File: config.mk
export PLATFORM = sky130hd
export DESIGN_NAME = updown_seq_ctrl
export DESIGN_NICKNAME = d
export VERILOG_FILES = /design/src/rtl/updown_seq_pkg.sv /design/src/rtl/updown_cnt_core.sv /design/src/rtl/updown_seq_ctrl.sv
export SDC_FILE = /design/constraint.sdc
export NUM_CORES = 1
export LEC_CHECK = 0
export ABC_AREA = 1
export BUFFER_PORTS_ARGS = -buffer_cell sky130_fd_sc_hd__buf_2
export CAP_MARGIN = 20
export CORE_UTILIZATION = 40
export DETAILED_ROUTE_END_ITERATION = 16
export GPL_TIMING_DRIVEN = 0
export PLACE_DENSITY_LB_ADDON = 0.08
export SYNTH_ARGS = -nofsm -noshare
export SYNTH_HDL_FRONTEND = slang
export SYNTH_HIERARCHICAL = 1
export SYNTH_SLANG_ARGS = --single-unit
File: constraint.sdc
create_clock -name clk -period 3.75 [get_ports clk]
set_input_delay 0.75 -clock clk [delete_from_list [all_inputs] [get_ports clk]]
set_output_delay 0.75 -clock clk [all_outputs]
set_load 0.05 [all_outputs]
File: src/rtl/updown_seq_pkg.sv
// -----------------------------------------------------------------------------
// updown_seq_pkg
// Shared encodings for the up/down counter sequencer.
//   mode_e   : command mode carried with a start strobe
//   state_e  : sequencer FSM states
//   sweeps_eff() : maps a pass count of 0 onto 1
// -----------------------------------------------------------------------------
package updown_seq_pkg;

    typedef enum logic [1:0] {
        MODE_UP       = 2'd0,
        MODE_DOWN     = 2'd1,
        MODE_PINGPONG = 2'd2,
        MODE_WRAP     = 2'd3
    } mode_e;

    typedef enum logic [1:0] {
        ST_IDLE  = 2'd0,
        ST_RUN   = 2'd1,
        ST_PAUSE = 2'd2
    } state_e;

    // A request for zero passes still performs one end-to-end pass.
    function automatic int unsigned sweeps_eff(input int unsigned sweeps);
        return (sweeps == 0) ? 1 : sweeps;
    endfunction

endpackage : updown_seq_pkg

File: src/rtl/updown_cnt_core.sv
// -----------------------------------------------------------------------------
// updown_cnt_core
// WIDTH-bit loadable up/down counter register; load has priority over en.
// Ports:
//   clk      in   rising-edge clock
//   rst      in   synchronous active-high reset (count -> 0)
//   load     in   load load_val this cycle
//   load_val in   value to load
//   en       in   step by one this cycle (ignored while load is high)
//   dir      in   step direction: 1 = +1, 0 = -1
//   count    out  registered counter value
// -----------------------------------------------------------------------------
module updown_cnt_core #(
    parameter int WIDTH = 3
) (
    input  logic             clk,
    input  logic             rst,
    input  logic             load,
    input  logic [WIDTH-1:0] load_val,
    input  logic             en,
    input  logic             dir,
    output logic [WIDTH-1:0] count
);

    logic [WIDTH-1:0] count_q;

    // NOTE: sequential state is assigned with <= so every register samples
    // the values present before the edge, independent of statement order.
    always_ff @(posedge clk) begin
        if (rst) begin
            count_q <= '0;
        end else if (load) begin
            count_q <= load_val;
        end else if (en) begin
            count_q <= dir ? count_q + WIDTH'(1) : count_q - WIDTH'(1);
        end
    end

    assign count = count_q;

endmodule : updown_cnt_core

File: src/rtl/updown_seq_ctrl.sv
// -----------------------------------------------------------------------------
// updown_seq_ctrl
// Sequencer that steps a bounded counter through [lo,hi] in UP, DOWN or
// PINGPONG mode, with level-sensitive pause (hold) and abort (stop).
// Optional build macro UPDOWN_SEQ_WRAP_EN: when defined, mode 3 is WRAP
// (lo..hi then back to lo, until stop); when undefined, mode 3 is rejected
// with an err pulse.
// Ports:
//   clk, rst   rising-edge clock, synchronous active-high reset
//   start      command strobe, sampled only in IDLE
//   mode       command mode (see mode_e), sampled with start
//   lo, hi     inclusive window bounds, sampled with start
//   sweeps     PINGPONG pass count (0 means 1), sampled with start
//   hold       pause request (level)
//   stop       abort request (level)
//   count      current counter value
//   up_down    current direction, 1 = up
//   busy       high in RUN and PAUSE
//   done       one-cycle pulse on normal completion
//   err        one-cycle pulse on a rejected command
// All outputs are registered.
// -----------------------------------------------------------------------------
module updown_seq_ctrl
    import updown_seq_pkg::*;
#(
    parameter int WIDTH  = 3,
    parameter int PASS_W = 4
) (
    input  logic              clk,
    input  logic              rst,
    input  logic              start,
    input  logic [1:0]        mode,
    input  logic [WIDTH-1:0]  lo,
    input  logic [WIDTH-1:0]  hi,
    input  logic [PASS_W-1:0] sweeps,
    input  logic              hold,
    input  logic              stop,
    output logic [WIDTH-1:0]  count,
    output logic              up_down,
    output logic              busy,
    output logic              done,
    output logic              err
);

    state_e            state_q, state_d;
    mode_e             mode_q, mode_d;
    logic [WIDTH-1:0]  lo_q, lo_d, hi_q, hi_d;
    logic [PASS_W-1:0] sweeps_q, sweeps_d, pass_q, pass_d;
    logic              up_down_q, up_down_d;
    logic              busy_q, busy_d, done_q, done_d, err_q, err_d;

    logic              cnt_load, cnt_en, cnt_dir;
    logic [WIDTH-1:0]  cnt_load_val;
    logic              at_lo, at_hi, mode_reject;

    updown_cnt_core #(.WIDTH(WIDTH)) u_cnt (
        .clk      (clk),
        .rst      (rst),
        .load     (cnt_load),
        .load_val (cnt_load_val),
        .en       (cnt_en),
        .dir      (cnt_dir),
        .count    (count)
    );

    assign at_lo = (count == lo_q);
    assign at_hi = (count == hi_q);

`ifdef UPDOWN_SEQ_WRAP_EN
    assign mode_reject = 1'b0;
`else
    assign mode_reject = (mode == MODE_WRAP);
`endif

    // NOTE: every signal driven here gets a default first, so no path through
    // the case statements can leave one unassigned and infer a latch.
    always_comb begin
        state_d      = state_q;
        mode_d       = mode_q;
        lo_d         = lo_q;
        hi_d         = hi_q;
        sweeps_d     = sweeps_q;
        pass_d       = pass_q;
        up_down_d    = up_down_q;
        busy_d       = busy_q;
        done_d       = 1'b0;
        err_d        = 1'b0;
        cnt_load     = 1'b0;
        cnt_load_val = lo_q;
        cnt_en       = 1'b0;
        cnt_dir      = up_down_q;

        unique case (state_q)
            ST_IDLE: begin
                if (start) begin
                    if ((lo > hi) || mode_reject) begin
                        err_d = 1'b1;
                    end else begin
                        mode_d       = mode_e'(mode);
                        lo_d         = lo;
                        hi_d         = hi;
                        sweeps_d     = PASS_W'(sweeps_eff(32'(sweeps)));
                        pass_d       = '0;
                        cnt_load     = 1'b1;
                        cnt_load_val = (mode == MODE_DOWN) ? hi : lo;
                        up_down_d    = (mode != MODE_DOWN);
                        busy_d       = 1'b1;
                        state_d      = ST_RUN;
                    end
                end
            end

            ST_RUN: begin
                if (stop) begin
                    state_d = ST_IDLE;
                    busy_d  = 1'b0;
                end else if (hold) begin
                    state_d = ST_PAUSE;
                end else begin
                    unique case (mode_q)
                        MODE_UP: begin
                            if (at_hi) begin
                                state_d = ST_IDLE;
                                busy_d  = 1'b0;
                                done_d  = 1'b1;
                            end else begin
                                cnt_en  = 1'b1;
                                cnt_dir = 1'b1;
                            end
                        end
                        MODE_DOWN: begin
                            if (at_lo) begin
                                state_d = ST_IDLE;
                                busy_d  = 1'b0;
                                done_d  = 1'b1;
                            end else begin
                                cnt_en  = 1'b1;
                                cnt_dir = 1'b0;
                            end
                        end
                        MODE_PINGPONG: begin
                            if (up_down_q ? at_hi : at_lo) begin
                                pass_d = pass_q + PASS_W'(1);
                                if (pass_d == sweeps_q) begin
                                    state_d = ST_IDLE;
                                    busy_d  = 1'b0;
                                    done_d  = 1'b1;
                                end else begin
                                    // Turn around without dwelling; a
                                    // single-value window cannot move at all.
                                    up_down_d = ~up_down_q;
                                    cnt_en    = (lo_q != hi_q);
                                    cnt_dir   = ~up_down_q;
                                end
                            end else begin
                                cnt_en = 1'b1;
                            end
                        end
`ifdef UPDOWN_SEQ_WRAP_EN
                        MODE_WRAP: begin
                            if (at_hi) begin
                                cnt_load = 1'b1;
                            end else begin
                                cnt_en  = 1'b1;
                                cnt_dir = 1'b1;
                            end
                        end
`endif
                        default: begin
                            // Only reachable if an unsupported mode was latched.
                            state_d = ST_IDLE;
                            busy_d  = 1'b0;
                        end
                    endcase
                end
            end

            ST_PAUSE: begin
                if (stop) begin
                    state_d = ST_IDLE;
                    busy_d  = 1'b0;
                end else if (!hold) begin
                    state_d = ST_RUN;
                end
            end

            default: begin
                state_d = ST_IDLE;
                busy_d  = 1'b0;
            end
        endcase
    end

    always_ff @(posedge clk) begin
        if (rst) begin
            state_q   <= ST_IDLE;
            mode_q    <= MODE_UP;
            lo_q      <= '0;
            hi_q      <= '0;
            sweeps_q  <= '0;
            pass_q    <= '0;
            up_down_q <= 1'b1;
            busy_q    <= 1'b0;
            done_q    <= 1'b0;
            err_q     <= 1'b0;
        end else begin
            state_q   <= state_d;
            mode_q    <= mode_d;
            lo_q      <= lo_d;
            hi_q      <= hi_d;
            sweeps_q  <= sweeps_d;
            pass_q    <= pass_d;
            up_down_q <= up_down_d;
            busy_q    <= busy_d;
            done_q    <= done_d;
            err_q     <= err_d;
        end
    end

    assign up_down = up_down_q;
    assign busy    = busy_q;
    assign done    = done_q;
    assign err     = err_q;

endmodule : updown_seq_ctrl

==> results of run 1 <==
[worst min-delay path: cells and delay by family, from the launching register on]
kind | cells | cell delay [ns]
AOI/OAI and AO/OA | 1 | 0.06
buffers and inverters | 1 | 0.07
DFF | 1 | 0.32
[where the power goes]
part           switching [uW]  total (uW)  internal [uW]
registers                24.2         314            290
logic                     166         254           88.3
clock network            89.2         165           76.1
[layout by cell type, fill, tap and decap left out, types with 3 or more instances in the layout]
cell and n:
a21oi_1 18, buf_2 24, clkbuf_8 3, dfxtp_1 25
ha_1 4, inv_1 34, inv_2 8, nand2_1 77
nand3_1 16, nand4_1 5, nor2_1 21, nor2_2 3
o21ai_0 4, o21ai_1 16
[registers in the layout, indices dropped and copies added (netlist names)]
register and count:
busy 1, done 1, err 1, hi_q 3, lo_q 3, mode_q 2
pass_q 4, state_q 2, sweeps_q 4, u_cnt/count 3, up_down 1
[final cells by class]
cell class / instances / area (um2)
fill: 448 / 2102
tap: 50 / 62.56
sequential: 25 / 500.5
clock buffer: 4 / 45.04
inverter: 43 / 162.7
timing repair buffer: 23 / 115.1
buffer: 3 / 16.27
multi-input combinational: 191 / 996.0
[cell families after synthesis]
logic type,after synthesis
and+or+nand+nor,131
DFF,25
xor gates and xnor gates,5
AOI/OAI and AO/OA,50
adders and majority gates,5
buffers and inverters,46
[final timing paths]
check	endpoint	start	cells past startpoint	slack [ns]
worst min register to register	sweeps_q[2]$_SDFFE_PP0P_	sweeps_q[2]$_SDFFE_PP0P_	2	0.48
worst max-delay path	u_cnt/count[2]$_SDFFE_PP0P_	pass_q[0]$_SDFFE_PP0P_	19	1.22
worst min-delay path	sweeps_q[2]$_SDFFE_PP0P_	sweeps_q[2]$_SDFFE_PP0P_	2	0.48
worst max register to register	u_cnt/count[2]$_SDFFE_PP0P_	pass_q[0]$_SDFFE_PP0P_	19	1.22
[Yosys cell counts (2+ instances only)]
| library cell | n |
|---|---|
| nand4_1 | 5 |
| inv_1 | 34 |
| nand3_1 | 16 |
| nor2_4 | 2 |
| o21ai_2 | 2 |
| ha_1 | 4 |
| inv_2 | 8 |
| xnor2_1 | 2 |
| dfxtp_1 | 25 |
| nand2_1 | 77 |
| a31oi_1 | 2 |
| nor2_2 | 3 |
| o21ai_1 | 16 |
| o21ai_0 | 4 |
| nor2_1 | 21 |
| xor2_1 | 2 |
| nand2_2 | 2 |
| a21oi_1 | 18 |
[metrics by stage]
stage	hold slack [ns]	power [uW]	instance area, um2	utilization	worst slack [ns]
after global routing	0.4998	787.6	1898	0.4745	0.9455
final	0.4794	733.7	1898	0.4745	1.217
after detailed placement	0.4694	577.7	1853	0.4632	1.114
after CTS	0.4824	741.7	1898	0.4745	1.171
after floorplan	0.4438	515.7	1675	-	1.352
after global placement	0.4602	576.9	1853	0.4632	1.093
[routing by layer]
| layer | global-route usage | part of all wire |
|---|---|---|
| met2 | 0.3270 | 0.45 |
| met4 | 0.04787 | 0.0073 |
| met3 | 0.02740 | 0.033 |
| met1 | 0.2503 | 0.51 |
| met5 | 0 | 0 |
==> results.yml, run 1 <==
status:
  outcome: "complete, no violations"
yosys:
  async_flop_share: 0
  synth_area_leaders: "dfxtp_1 30%, nand2_1 17%, inv_1 7.6%, a21oi_1 5.4%, nand3_1 4.8%"
  synth.mux.area_fraction: 0
  synth_xor_area_frac: 0.03062
  synth_edf_count: 0
  syn-num-nets: 284
  netlist_instances: 262
  synth_compound_area_frac: 0.1755
  ys.flop_type: "dfxtp_1"
  synth.distinct_cells: 37
  yosys.area_share.simple: 0.3465
  synth_top_family_by_area: "simple AND/OR/NAND/NOR gates"
  synth_fa_ha_area_frac: 0.04182
  ys_ff_latch: 25
  avgSynthCellArea_um2: 6.394
  ys_seq_area_frac: 0.2987
  synth_top_area_cell: "dfxtp_1"
  yosys.area.top_type_share: 0.2987
  netlist_area_um2: 1675
  yosys_warnings: 6
sta:
  worst_pin_slew_ns: 0.5020
  slew_headroom: 0.6654
  grt_setup_unrepaired: "false"
  skew_ns: 0.003279
  maxSlewViolCount: 0
  final.min_clock_period_ns: 2.533
  period_share: 0.6756
  finalSetupTns_ns: 0
  hold_viol_final: 0
  setup_viol: 0
  clock.fmax_mhz: 394.7
route:
  drt_iter0_drc: 64
  vias_per_cell: 4.794
  via_count: 1625
  wirelength_um: 3862
  routedWlPerCell_um: 11.39
  ant_nets: 0
  dr.pass1.iters: 4
  drc: 0
worst_setup_path:
  path_class: "reg -> reg"
  crit_family: "simple AND/OR/NAND/NOR gates"
  start_kind: "flop"
  max_stage_delay_ns: 0.47
  crit_fanout: 6
  arrival_ns: 2.74
  setup.worst_path.end_class: "flop"
  critical_path_required_ns: 3.96
  cp_common_cell: "nand2_1"
  cp_slowest_cell: "dfxtp_1"
  path_buf_inv: 2
  crit_chain: "ha_1 > xnor2_1 > nand2_1 > nor2_2 > nand2_2 > nand2_1 > nand2_1 > o21ai_2 > nand2_1 > nand2_1 > nand2_1 > nand2_1 > inv_1 > fa_1 > inv_1 > nand2_1 > nand3_1 > nand3_1 > a21oi_1"
floorplan:
  die_area_um2: 4451
  initial_core_util: 0.4188
  die_x_um: 66.72
  placeableCoreArea_um2: 4000
  ios: 24
  die_h_um: 66.72
  rows: 23
clock_network:
  postCtsHoldBufs: 0
  cts_tree: "done"
  clk_latency_ns: 0.27
  clk_path_buf_depth: 2
  cts_root_buf: "clkbuf_8"
  cts_setup_buffers: 0
  cts_sinks: 25
  cts_buffers: 3
  path_clk_slew_ns: 0.09
  cts_resized: 0
  h-tree-depth: 1
final_layout:
  antennaDiodeCount: 0
  layout-drive-gt1-share: 0.1834
  nNetsFinal: 312
  fin_cells: 339
  area_delta_synth_final_pct: 13.29
global_route:
  grt_max_degree: 14
  antenna_found_initial: 0
  overflow: 0
  first_global_vias: 1398
  grt_use_total: 0.1917
  grt_pass1_wl_um: 6327
placement:
  dp.cells: 335
  gp_congestion: 0.8020
  dp_hpwl_um: 3162
  portBuffers: 23
power:
  peakVddDrop_uv: 164.7
  leakage_uw: 0.0009362
  p_per_area_nw_per_um2: 386.5
flow_run:
  max_cap_violations: 0
min_path:
  hp-class: "reg -> reg"
Power figures use the tool's default switching activity.
==> inputs of run 2 (changes only) <==
==> constraint.sdc (replaced) <==
create_clock -name clk -period 2.6 [get_ports clk]
set_input_delay 0.52 -clock clk [delete_from_list [all_inputs] [get_ports clk]]
set_output_delay 0.52 -clock clk [all_outputs]
set_load 0.05 [all_outputs]
==> run 2 against run 1 <==
Wire length increased by 0.41%. Cell count unchanged. Total power increased by 45%. Critical path type unchanged. Largest power group unchanged. Count of clock-buffer cells in the layout unchanged. Die area unchanged.
==> results.yml, run 2 (same netlist as run 1, synthesis figures left out) <==
route:
  drc: 0
  ant_nets: 0
  vias_per_cell: 4.844
  wirelength_um: 3878
  drt_iter0_drc: 55
  via_count: 1642
  dr.pass1.iters: 4
  routedWlPerCell_um: 11.44
sta:
  maxSlewViolCount: 0
  skew_ns: 0.001414
  hold_viol_final: 0
  period_share: 0.9006
  setup_viol: 0
  final.min_clock_period_ns: 2.341
  worst_pin_slew_ns: 0.5171
  slew_headroom: 0.6553
  clock.fmax_mhz: 427.1
  finalSetupTns_ns: 0
  grt_setup_unrepaired: "false"
global_route:
  antenna_found_initial: 0
  first_global_vias: 1398
  grt_max_degree: 14
  grt_use_total: 0.1917
  grt_pass1_wl_um: 6327
  overflow: 0
worst_setup_path:
  crit_fanout: 6
  critPathLaunch: "pass_q[0]$_SDFFE_PP0P_"
  arrival_ns: 2.55
  setup.worst_path.end_class: "flop"
  path_class: "reg -> reg"
  r2r-start: "pass_q[0]$_SDFFE_PP0P_"
  start_kind: "flop"
  r2r_slack_ns: 0.26
  critical_path_required_ns: 2.81
flow_run:
  max_cap_violations: 0
clock_network:
  cts_buffers: 3
  path_clk_slew_ns: 0.09
  cts_sinks: 25
  cts_root_buf: "clkbuf_8"
  h-tree-depth: 1
  cts_setup_buffers: 0
  cts_tree: "done"
  postCtsHoldBufs: 0
  clk_path_buf_depth: 2
  clk_latency_ns: 0.27
final_layout:
  seq_area_um2: 505.5
  final_area_um2: 1918
  multi_input_area_um2: 1011
  largestRegisters: "pass_q: 4 flops, sweeps_q: 4 flops"
  final_common_cell: "nand2_1"
  area_delta_synth_final_pct: 14.49
  nFillCells: 448
  nNetsFinal: 312
  layout-drive-gt1-share: 0.1972
  layout_common_cells: "77 x nand2_1, 34 x inv_1, 24 x buf_2, 23 x dfxtp_1, 21 x nor2_1"
  antennaDiodeCount: 0
power:
  peakVddDrop_uv: 237.5
  p_per_area_nw_per_um2: 555.2
  internal-power_uw: 659.2
  switchingPower_uw: 405.7
  leakage_uw: 0.0009328
  seqPwrFrac: 0.428
  combPwrFrac: 0.348
  p_clk_frac: 0.224
  swShare: 0.3810
floorplan:
  ios: 24
  placeableCoreArea_um2: 4000
  rows: 23
  die_area_um2: 4451
  die_h_um: 66.72
  initial_core_util: 0.4188
  die_x_um: 66.72
status:
  outcome: "complete, no violations"
placement:
  portBuffers: 23
  gp_congestion: 0.8020
  dp_hpwl_um: 3162
  placed_area_um2: 1853
min_path:
  hp-class: "reg -> reg"
  hp-start: "sweeps_q[2]$_SDFFE_PP0P_"
[run 2: changes by cell type in the layout (fill, tap and decap cells not counted)]
cell / change
ha_1: -1
fa_2: +1
dfxtp_2: +1
fa_1: -1
ha_4: +1
dfxtp_1: -2
dfxtp_4: +1
[run 2: timing repair]
| action | in CTS | in global routing |
|---|---|---|
| hold endpoints to repair | 0 | 0 |
| endpoints found under the setup margin | 0 | 2 |
| resized for setup | 0 | 5 |
[run 2: per-layer routing]
metal | share of wire | track usage | up-vias | routed length, um
met5 | 0 | 0 | - | 0
met4 | 0.0072 | 0.04787 | 0 | 28
met3 | 0.028 | 0.02740 | 2 | 108
met2 | 0.45 | 0.3270 | 30 | 1748
met1 | 0.51 | 0.2503 | 711 | 1992
li1 | - | - | 899 | -
[run 2: worst max-delay path, stage by stage, from the launching register on]
cell     delay, ns
dfxtp_4       0.38
ha_4          0.27
xnor2_1       0.10
nand2_1       0.07
nor2_2        0.12
nand2_2       0.09
nand2_1       0.06
nand2_1       0.05
o21ai_2       0.06
nand2_1       0.06
nand2_1       0.06
nand2_1       0.05
nand2_1       0.08
inv_1         0.06
fa_2          0.34
inv_1         0.06
nand2_1       0.06
nand3_1       0.09
nand3_1       0.07
a21oi_1       0.11
[run 2: area by class of cell]
type                    instances  share of cell area
well taps                      50             0.03262
plain buffers                   3            0.008480
multi-input cells             191              0.5271
flip-flops and latches         25              0.2635
repair buffers                 23             0.06001
inverters                      43             0.08480
clock buffers                   4             0.02348
[run 2: path summary, 6_finish.rpt]
| check | endpoint | cells after the start |
|---|---|---|
| setup / recovery | u_cnt/count[2]$_SDFFE_PP0P_ | 19 |
| hold / removal | sweeps_q[2]$_SDFFE_PP0P_ | 2 |
| setup reg to reg | u_cnt/count[2]$_SDFFE_PP0P_ | 19 |
| hold reg to reg | sweeps_q[2]$_SDFFE_PP0P_ | 2 |
[run 2: through the flow]
step / hold slack (ns) / std cells / utilization / power [uW] / setup WS [ns]
floorplan: 0.4438 / 262 / - / 743.8 / 0.2024
global placement: 0.4602 / 335 / 0.4632 / 832.1 / 0.06416
detailed placement: 0.4694 / 335 / 0.4632 / 833.2 / 0.05463
CTS: 0.4824 / 339 / 0.4745 / 1070 / 0.02050
global route: 0.4998 / 339 / 0.4795 / 1143 / 0.03639
finish: 0.4797 / 339 / 0.4795 / 1065 / 0.2585
[run 2: power by group through the flow]
stage               clock network [uW]  logic, uW  registers [uW]
floorplan                            0        260             484
global placement                     0        370             462
detailed placement                   0        370             463
CTS                                245        371             454
global route                       262        419             462
finish                             239        370             456
